<file path="config.mk">
export PLATFORM = sky130hd
export DESIGN_NAME = memory_access
export DESIGN_NICKNAME = d
export VERILOG_FILES = /design/src/rtl/mriscv_pkg.sv /design/src/rtl/mem_align.sv /design/src/rtl/memory_access.sv
export SDC_FILE = /design/constraint.sdc
export NUM_CORES = 1
export LEC_CHECK = 0
export ABC_AREA = 1
export BUFFER_PORTS_ARGS = -buffer_cell sky130_fd_sc_hd__buf_2
export CORE_MARGIN = 10
export CORE_UTILIZATION = 40
export CTS_CLUSTER_SIZE = 24
export DETAILED_ROUTE_END_ITERATION = 10
export GPL_ROUTABILITY_DRIVEN = 0
export GPL_TIMING_DRIVEN = 0
export PLACE_DENSITY = 0.67
export SYNTH_ARGS = -nofsm -noshare
export SYNTH_HDL_FRONTEND = slang
export SYNTH_HIERARCHICAL = 1
export SYNTH_SLANG_ARGS = --single-unit
</file>
<file path="constraint.sdc">
create_clock -name clk -period 1.8 [get_ports clk]
set_clock_uncertainty 0.2 [all_clocks]
set_input_delay 0.36 -clock clk [delete_from_list [all_inputs] [get_ports clk]]
set_output_delay 0.36 -clock clk [all_outputs]
set_load 0.05 [all_outputs]
</file>
<file path="src/rtl/mriscv_pkg.sv">
// Shared load/store definitions: func3 access-size encodings, memory-stage FSM
// states and the alignment predicate used when MEMORY_ACCESS_MISALIGN_TRAP_EN is set.
package mriscv_pkg;

    localparam logic [2:0] F3_B  = 3'b000;
    localparam logic [2:0] F3_H  = 3'b001;
    localparam logic [2:0] F3_W  = 3'b010;
    localparam logic [2:0] F3_BU = 3'b100;
    localparam logic [2:0] F3_HU = 3'b101;

    typedef enum logic {
        IDLE = 1'b0,
        BUS  = 1'b1
    } mem_state_e;

    // Reserved encodings (011/110/111) behave as word accesses.
    function automatic logic is_misaligned(input logic [2:0] f3, input logic [1:0] addr);
        case (f3)
            F3_B, F3_BU: return 1'b0;
            F3_H, F3_HU: return addr[0];
            default:     return addr != 2'b00;
        endcase
    endfunction

endpackage

</file>
<file path="src/rtl/mem_align.sv">
// Combinational byte-lane steering: store strobes/replicated write data and
// load-lane extraction with sign or zero extension.
module mem_align
    import mriscv_pkg::*;
(
    input  logic [2:0]  func3_i,
    input  logic [1:0]  addr_i,
    input  logic [31:0] store_data_i,
    input  logic [31:0] rdata_i,
    output logic [3:0]  wstrb_o,
    output logic [31:0] wdata_o,
    output logic [31:0] load_data_o
);

    logic [31:0] lane;

    always_comb begin
        wstrb_o     = 4'b1111;
        wdata_o     = store_data_i;
        lane        = rdata_i;
        load_data_o = lane;
        case (func3_i)
            F3_B, F3_BU: begin
                wstrb_o     = 4'b0001 << addr_i;
                wdata_o     = {4{store_data_i[7:0]}};
                lane        = rdata_i >> {addr_i, 3'b000};
                load_data_o = (func3_i == F3_B) ? {{24{lane[7]}}, lane[7:0]}
                                                : {24'h000000, lane[7:0]};
            end
            F3_H, F3_HU: begin
                // Halfword lane selected by addr[1] only; addr[0] never shifts.
                wstrb_o     = 4'b0011 << {addr_i[1], 1'b0};
                wdata_o     = {2{store_data_i[15:0]}};
                lane        = rdata_i >> {addr_i[1], 4'b0000};
                load_data_o = (func3_i == F3_H) ? {{16{lane[15]}}, lane[15:0]}
                                                : {16'h0000, lane[15:0]};
            end
            default: ;
        endcase
    end

endmodule

</file>
<file path="src/rtl/memory_access.sv">
// Memory stage of the pipeline: pass-through of ALU results, single-outstanding
// bus loads/stores with a MAX_WAIT timeout. Define MEMORY_ACCESS_MISALIGN_TRAP_EN
// to trap misaligned H/W accesses on an extra 'misaligned' output.
module memory_access
    import mriscv_pkg::*;
#(
    parameter int unsigned MAX_WAIT = 255
) (
    input  logic        clk,
    input  logic        reset,
    input  logic        valid_i,
    output logic        ready_o,
    input  logic        is_load,
    input  logic        is_store,
    input  logic [2:0]  func3,
    input  logic [31:0] result_i,
    input  logic [31:0] store_data,
    input  logic [4:0]  dest_i,
    output logic [31:0] wb_data,
    output logic [4:0]  dest_o,
    output logic        valid_o,
    output logic        mem_req,
    output logic        mem_we,
    output logic [31:0] mem_addr,
    output logic [31:0] mem_wdata,
    output logic [3:0]  mem_wstrb,
    input  logic [31:0] mem_rdata,
    input  logic        mem_ack,
`ifdef MEMORY_ACCESS_MISALIGN_TRAP_EN
    output logic        misaligned,
`endif
    output logic        bus_err
);

    localparam logic [7:0] MAX_W8 = MAX_WAIT[7:0];

    mem_state_e  state_q, state_d;
    logic [7:0]  cnt_q, cnt_d;
    logic [31:0] addr_q, addr_d;
    logic [31:0] sdata_q, sdata_d;
    logic [2:0]  f3_q, f3_d;
    logic [4:0]  dest_q, dest_d;
    logic        we_q, we_d;
    logic        valid_q, valid_d;
    logic [31:0] wb_q, wb_d;
    logic [4:0]  desto_q, desto_d;
    logic        err_q, err_d;
    logic        mis_q, mis_d;

    logic [3:0]  al_wstrb;
    logic [31:0] al_wdata;
    logic [31:0] al_load;

    mem_align u_align (
        .func3_i      (f3_q),
        .addr_i       (addr_q[1:0]),
        .store_data_i (sdata_q),
        .rdata_i      (mem_rdata),
        .wstrb_o      (al_wstrb),
        .wdata_o      (al_wdata),
        .load_data_o  (al_load)
    );

    always_comb begin
        state_d = state_q;
        cnt_d   = cnt_q;
        addr_d  = addr_q;
        sdata_d = sdata_q;
        f3_d    = f3_q;
        dest_d  = dest_q;
        we_d    = we_q;
        valid_d = 1'b0;
        wb_d    = 32'h0;
        desto_d = 5'd0;
        err_d   = 1'b0;
        mis_d   = 1'b0;
        case (state_q)
            IDLE: begin
                if (valid_i) begin
                    if (is_load || is_store) begin
`ifdef MEMORY_ACCESS_MISALIGN_TRAP_EN
                        if (is_misaligned(func3, result_i[1:0])) begin
                            valid_d = 1'b1;
                            mis_d   = 1'b1;
                        end else
`endif
                        begin
                            addr_d  = result_i;
                            sdata_d = store_data;
                            f3_d    = func3;
                            dest_d  = dest_i;
                            we_d    = is_store;
                            cnt_d   = 8'd0;
                            state_d = BUS;
                        end
                    end else begin
                        valid_d = 1'b1;
                        wb_d    = result_i;
                        desto_d = dest_i;
                    end
                end
            end
            BUS: begin
                // Ack is tested first so it wins over a simultaneous timeout.
                if (mem_ack) begin
                    valid_d = 1'b1;
                    state_d = IDLE;
                    if (!we_q) begin
                        wb_d    = al_load;
                        desto_d = dest_q;
                    end
                end else if (cnt_q + 8'd1 == MAX_W8) begin
                    valid_d = 1'b1;
                    err_d   = 1'b1;
                    state_d = IDLE;
                end else begin
                    cnt_d = cnt_q + 8'd1;
                end
            end
            default: state_d = IDLE;
        endcase
    end

    always_ff @(posedge clk or negedge reset) begin
        if (!reset) begin
            state_q <= IDLE;
            cnt_q   <= 8'd0;
            addr_q  <= 32'h0;
            sdata_q <= 32'h0;
            f3_q    <= 3'b000;
            dest_q  <= 5'd0;
            we_q    <= 1'b0;
            valid_q <= 1'b0;
            wb_q    <= 32'h0;
            desto_q <= 5'd0;
            err_q   <= 1'b0;
            mis_q   <= 1'b0;
        end else begin
            state_q <= state_d;
            cnt_q   <= cnt_d;
            addr_q  <= addr_d;
            sdata_q <= sdata_d;
            f3_q    <= f3_d;
            dest_q  <= dest_d;
            we_q    <= we_d;
            valid_q <= valid_d;
            wb_q    <= wb_d;
            desto_q <= desto_d;
            err_q   <= err_d;
            mis_q   <= mis_d;
        end
    end

    assign ready_o   = (state_q == IDLE);
    assign mem_req   = (state_q == BUS);
    assign mem_we    = mem_req & we_q;
    assign mem_addr  = {addr_q[31:2], 2'b00};
    assign mem_wdata = al_wdata;
    assign mem_wstrb = mem_we ? al_wstrb : 4'b0000;
    assign valid_o   = valid_q;
    assign wb_data   = wb_q;
    assign dest_o    = desto_q;
    assign bus_err   = err_q;
`ifdef MEMORY_ACCESS_MISALIGN_TRAP_EN
    assign misaligned = mis_q;
`else
    logic unused_mis;
    assign unused_mis = mis_q;
`endif

endmodule

</file>
Word level (Yosys, flattened, before mapping)
Index checks and enable logic that the tools add are counted.
{ "classes": {"shifts": 4, "n_reduce_logical": 6, "n_eq_ne": 8, "add_sub_neg": 1, "mux": 33, "bitwise": 2} }
{ "ops": {"columns": ["cell", "count"], "rows": [
  ["$mux 32", 6],
  ["$pmux 32 s2", 3],
  ["$mux 8", 4],
  ["$shr 32x5->16", 1],
  ["$shr 32x5->8", 1],
  ["$mux 5", 4],
  ["$pmux 8 s2", 1],
  ["$mux 1", 10],
  ["$pmux 5 s2", 1],
  ["$add 8x1->8 const B", 1],
  ["$eq 8x8->1 const B", 1],
  ["$pmux 4 s2", 1],
  ["$eq 3x3->1 const B", 2],
  ["$ne 2x2->1 const B", 3],
  ["$mux 4", 1],
  ["$pmux 1 s2", 2],
  ["$reduce_and 4->1", 1],
  ["$reduce_or 2->1", 2],
  ["$shl 1x2->4 const A", 1],
  ["$shl 2x2->4 const A", 1],
  ["$eq 3x1->1 const B", 1],
  ["$logic_not 3->1", 1],
  ["$reduce_and 3->1", 1],
  ["$ne 2x1->1 const B", 1],
  ["other kinds (3)", 3]
]} }
{ "word_totals": {"output_inout_bits": 110, "ff_bits": 121, "in_bits": 110, "word_cells": 65} }

Longest topological paths before layout
{ "logic_depth": {"word_depth": 6, "mapped_depth": 12, "ltp_nobuf": 11} }

By module
The synthesis kept the hierarchy.
{ "by_module_without_submodules": {"columns": ["module", "instances", "cells_each", "area_each_um2", "seq_area_each_um2"], "rows": [
  ["memory_access", 1, 494, 5072.4, 3027.9],
  ["mem_align", 1, 231, 1052.3, 0.0]
]} }

Worst setup path before layout
OpenSTA, ideal clock, no wires.
{ "synth_timing": {"path_kind": "register to output", "from": "register f3_q[1]", "to": "output mem_wdata[10]", "n_path_buf": 2, "arrival_time_ns": 1.771, "stages_incl_launch_ff": 5, "t_required_ns": 1.240, "path_slack_ns": -0.531, "cell_sequence": "dfrtp_1 > buf_6 > nor2_4 > buf_2 > o21ai_0"} }
{ "synth_via": {"elab_chain_cells": 3, "word_cells_on_any_way": 7, "classes_between": "eq/ne (3); mux (1); reduce/logical (3)"} }
{ "synth_rtl": {"columns": ["item", "line", "text"], "rows": [
  ["start, declared", "memory_access.sv:41", "logic [2:0] f3_q, f3_d;"],
  ["start signal, assigned", "memory_access.sv:130", "f3_q <= 3'b000;"],
  ["start signal, assigned", "memory_access.sv:143", "f3_q <= f3_d;"],
  ["$eq 3x3->1 (tied with other cells)", null, null],
  ["$reduce_or 2->1", "mem_align.sv:22", "case (func3_i)"],
  ["$pmux 32 s2 (*)", "mem_align.sv:22", null],
  ["end, declared", "memory_access.sv:25", "output logic [31:0] mem_wdata,"]
]} }
Mark *: on every way between the ends. The rest lies on a longest branch, timed or not.

Final worst setup path
{ "layout_timing": {"from": "register f3_q[1]", "to": "output mem_wdata[29]"} }
Same word-level chain as after synthesis.

==> impl_summary.txt <==
----------------------------------------------------
[STA]
  Total count of hold-check failures in the final report ... 0
  Slack of the critical path ... -551 ps
  Final max-slew violation count ... 0
  Worst slew margin relative to its limit ... 59.3%
  Total setup violations reported at the end of the flow ... 61
  F_max ... 0.425 GHz
  Final period utilization ... 131%
  Slew at the pin closest to its max-slew limit ... 610 ps
  Accumulated negative setup slack ... -19,030 ps
  Time the final worst path needs with I/O delays and setup ... 2350 ps
  Setup repair after global routing missed its margin ... yes
  Fin Hold WS ... 15.0 ps

[CTS]
  Insertion delay to the later sink of the worst-skew pair ... 410 ps
  Longest Clk Path Bufs ... 2
  Number of buffers created by CTS ... 17
  Clock root cell ... sky130_fd_sc_hd__clkbuf_16
  Clock edge transition at the registers on the reported setup and hold paths ... 60 ps
  TritonCTS clock tree ... built
  Clock Sinks ... 121
  Htree depth ... 4

[Yosys]
  Proportion of register bits with asynchronous set or reset after synthesis ... 100%
  Total standard cell area after synthesis ... 0.00612 mm²
  Number of instances in the synthesized netlist ... 725
  Leading cell types by total area after synthesis ... sky130_fd_sc_hd__dfrtp_1 (49%), sky130_fd_sc_hd__nand2_1 (12%), sky130_fd_sc_hd__inv_1 (6.4%)
  Flops & latches, synth ... 121
  Cell types with the highest counts after synthesis ... sky130_fd_sc_hd__nand2_1 (202), sky130_fd_sc_hd__dfrtp_1 (121), sky130_fd_sc_hd__inv_1 (105), sky130_fd_sc_hd__nand3_1 (47), sky130_fd_sc_hd__o21ai_0 (46)
  Portion of synthesized cell area occupied by the leading cell type ... 49.4%
  Distinct cell type count of the synthesized netlist ... 27
  Top-count cell post-synth ... sky130_fd_sc_hd__nand2_1
  Number of flops mapped to enable cells by yosys ... 0
  Avg Cell Area, Syn ... 8.45 µm²
  Count of yosys warnings during synthesis ... 6
  Main synth FF type ... sky130_fd_sc_hd__dfrtp_1
  Sequential share of the synthesized area ... 49.4%
  Largest area contributor in the synthesized netlist ... sky130_fd_sc_hd__dfrtp_1

[Pwr]
  Max VDD drop ... 0.847 mV
  Leak Pwr ... 0.00551 µW
  Power per unit of standard cell area ... 1340 mW/mm²

[Floorplan]
  Floorplan Core Area ... 0.0151 mm²
  Width of the die ... 144 µm
  Die outline height ... 144 µm
  Die footprint ... 0.0207 mm²
  Initial standard-cell utilization of the core ... 40.6%
  Number of rows in the core area ... 45
  Top-Level Pins ... 220

[Placed design]
  Post-place setup slack ... -412 ps
  Detailed Place HPWL ... 15.6 mm
  Cell count after placement ... 1,132
  Post-Place Cell Area ... 0.00777 mm²
  Number of buffers added on ports ... 217

[GRT]
  Number of antenna violations at the first check in global routing ... 1
  Number of global-route vias before repair ... 6,381
  GRT Total Usage ... 21.2%
  Total global routing overflow ... 0
  Pin count of the biggest net entering global routing ... 74
  Global-route wire length before repair ... 34.0 mm

[Routing]
  Initial detailed-routing violation count ... 303
  Post-route DRC ... 0
  Antenna Violating Nets Remaining ... 0
  Vias after detailed routing ... 6,093
  Per-cell routed wire length ... 18.2 µm
  Detailed-routing iteration count for the pre-antenna-repair pass ... 4
  Detailed-route vias per instance ... 4.90
  Final routed wirelength across all metal layers ... 22.6 mm

[Critical path]
  Crit-path max FO ... 6
  Arrival time at the worst endpoint ... 1790 ps
  Worst endpoint required time ... 1240 ps
  Crit path kind ... reg2out
  Largest delay share family, worst path ... buffers and inverters
  Buffers and inverters on the worst path ... 5
  Crit path largest cell delay ... 400 ps
  Worst path cell trace ... buf_6 -> inv_4 -> nand2_4 -> buf_8 -> buf_12 -> o211ai_1 -> buf_4
  Nature of the critical path endpoint ... output port
  Cell with the largest stage delay on the worst path ... sky130_fd_sc_hd__dfrtp_1
  Sort of element at the start of the critical path ... flip-flop

[Job]
  Maximum Capacitance Violations ... 0

[Finish]
  Layout area overhead ... 61.6%
  Final std cells w/o fill ... 1,243
  Final Cell Area ... 0.00990 mm²
  Total area of sequential cells ... 0.00304 mm²
  Final nets ... 1,153
  Count of filler cells inserted in the layout ... 1,257
  Combined area of the multi-input logic cells ... 0.00282 mm²
  Share of layout cells above drive strength 1 ... 49.6%

[Run status]
  Failing checks ... setup timing
  Outcome ... finished with violations

[Worst hold path]
  Hold WC Path Type ... in2reg

----------------------------------------------------
[cell usage in the layout, fill, tap and decap left out, types with 4 or more instances in the layout]
cell and count:
sky130_fd_sc_hd__clkbuf_4 7, sky130_fd_sc_hd__buf_12 6, sky130_fd_sc_hd__nand3_1 24, sky130_fd_sc_hd__inv_4 4, sky130_fd_sc_hd__nand2_2 18, sky130_fd_sc_hd__dlygate4sd3_1 39
sky130_fd_sc_hd__nand3_2 20, sky130_fd_sc_hd__o22ai_2 12, sky130_fd_sc_hd__bufinv_16 4, sky130_fd_sc_hd__clkbuf_16 19, sky130_fd_sc_hd__clkbuf_8 4, sky130_fd_sc_hd__buf_2 180
sky130_fd_sc_hd__nor2_2 4, sky130_fd_sc_hd__nand2_1 179, sky130_fd_sc_hd__dfrtp_2 7, sky130_fd_sc_hd__nand2_4 14, sky130_fd_sc_hd__nand4_1 8, sky130_fd_sc_hd__buf_8 12
sky130_fd_sc_hd__clkinv_2 6, sky130_fd_sc_hd__nor2_4 9, sky130_fd_sc_hd__o211ai_1 9, sky130_fd_sc_hd__o21ai_2 5, sky130_fd_sc_hd__dfrtp_1 114, sky130_fd_sc_hd__clkbuf_1 6
sky130_fd_sc_hd__o21ai_0 37, sky130_fd_sc_hd__o22ai_1 25, sky130_fd_sc_hd__buf_6 33, sky130_fd_sc_hd__nor2_1 5, sky130_fd_sc_hd__buf_4 80, sky130_fd_sc_hd__inv_2 24
sky130_fd_sc_hd__inv_1 77, sky130_fd_sc_hd__mux2_4 33
[per-stage QoR]
stage	utilization, %	total power (µW)
2_1_floorplan	-	7200
3_3_place_gp	51.3	8370
4_1_cts	63.1	12900
5_1_grt	65.6	13800
6_report	65.6	13200
3_5_place_dp	51.5	8430
[timing repair]
item	in CTS	in global routing
cloned	1	2
buffers inserted	31	11
pin swaps	23	27
hold buffers	39	0
setup endpoints to repair	71	99
hold endpoints to repair	86	0
resized for setup	149	90
[worst register-to-register path, cell delays in order, from the launching register on]
cell	delay, ps
sky130_fd_sc_hd__dfrtp_1	400
sky130_fd_sc_hd__buf_6	150
sky130_fd_sc_hd__inv_4	70
sky130_fd_sc_hd__nand2_4	50
sky130_fd_sc_hd__buf_4	140
sky130_fd_sc_hd__buf_6	100
sky130_fd_sc_hd__buf_6	100
sky130_fd_sc_hd__buf_6	100
sky130_fd_sc_hd__buf_6	100
sky130_fd_sc_hd__buf_6	110
sky130_fd_sc_hd__nor2_4	110
sky130_fd_sc_hd__nand2_4	80
sky130_fd_sc_hd__buf_6	150
sky130_fd_sc_hd__nand3_1	80
sky130_fd_sc_hd__inv_1	60
sky130_fd_sc_hd__o22ai_2	140
[final cells by class]
| cell class | count | area share [%] |
|---|---|---|
| Sequential cell | 121 | 30.7 |
| Multi-Input combinational cell | 422 | 28.5 |
| Inverter | 110 | 4.44 |
| Antenna cell | 2 | 0.0506 |
| Clock inverter | 10 | 1.52 |
| Tap cell | 188 | 2.38 |
| Buffer | 73 | 6.83 |
| Clock buffer | 21 | 4.55 |
| Timing Repair Buffer | 296 | 21.1 |
[state kept, by name (all words and copies together) (netlist names)]
| register | count |
|---|---|
| addr_q | 32 |
| bus_err | 1 |
| cnt_q | 8 |
| dest_o | 5 |
| dest_q | 5 |
| f3_q | 3 |
| mem_req | 1 |
| sdata_q | 32 |
| valid_o | 1 |
| wb_data | 32 |
| we_q | 1 |
[worst paths after layout]
| path | startpoint | endpoint | slack (ps) | depth (start not counted) |
|---|---|---|---|---|
| max | f3_q[1] | mem_wdata[29] | -550 | 7 |
| min | dest_i[2] | dest_o[2] | 10 | 3 |
| max reg2reg | f3_q[1] | wb_data[20] | -430 | 15 |
| min reg2reg | addr_q[26] | addr_q[26] | 280 | 2 |
| max in group asynchronous | reset | cnt_q[0] | 400 | 3 |
| min in group asynchronous | reset | addr_q[20] | 250 | 2 |
[logic make-up after synthesis]
| kind of cell | after synthesis | synth area share [%] |
|---|---|---|
| mux | 35 | 6.44 |
| xor+xnor | 1 | 0.143 |
| fa+ha+maj | 2 | 0.409 |
| simple gates | 287 | 19.9 |
| other cells | 1 | 0.0612 |
| compound gates | 95 | 8.97 |
| flops | 121 | 49.4 |
| buf+inv | 183 | 14.6 |
[where the power goes]
group | total, µW | internal (µW) | switching, µW
Sequential | 3590 | 3200 | 383
Combinational | 6140 | 2340 | 3800
Clock | 3520 | 2330 | 1190
[routing by layer]
| metal | vias up | share of wire, % | global-route usage, % |
|---|---|---|---|
| met5 | - | 0 | 0 |
| met4 | 0 | 1.6 | 6.99 |
| met3 | 36 | 8.5 | 6.93 |
| met2 | 253 | 50 | 36.2 |
| met1 | 2898 | 40 | 24.4 |
| li1 | 2906 | - | - |
No activity file was read; power rests on OpenSTA's default activity.
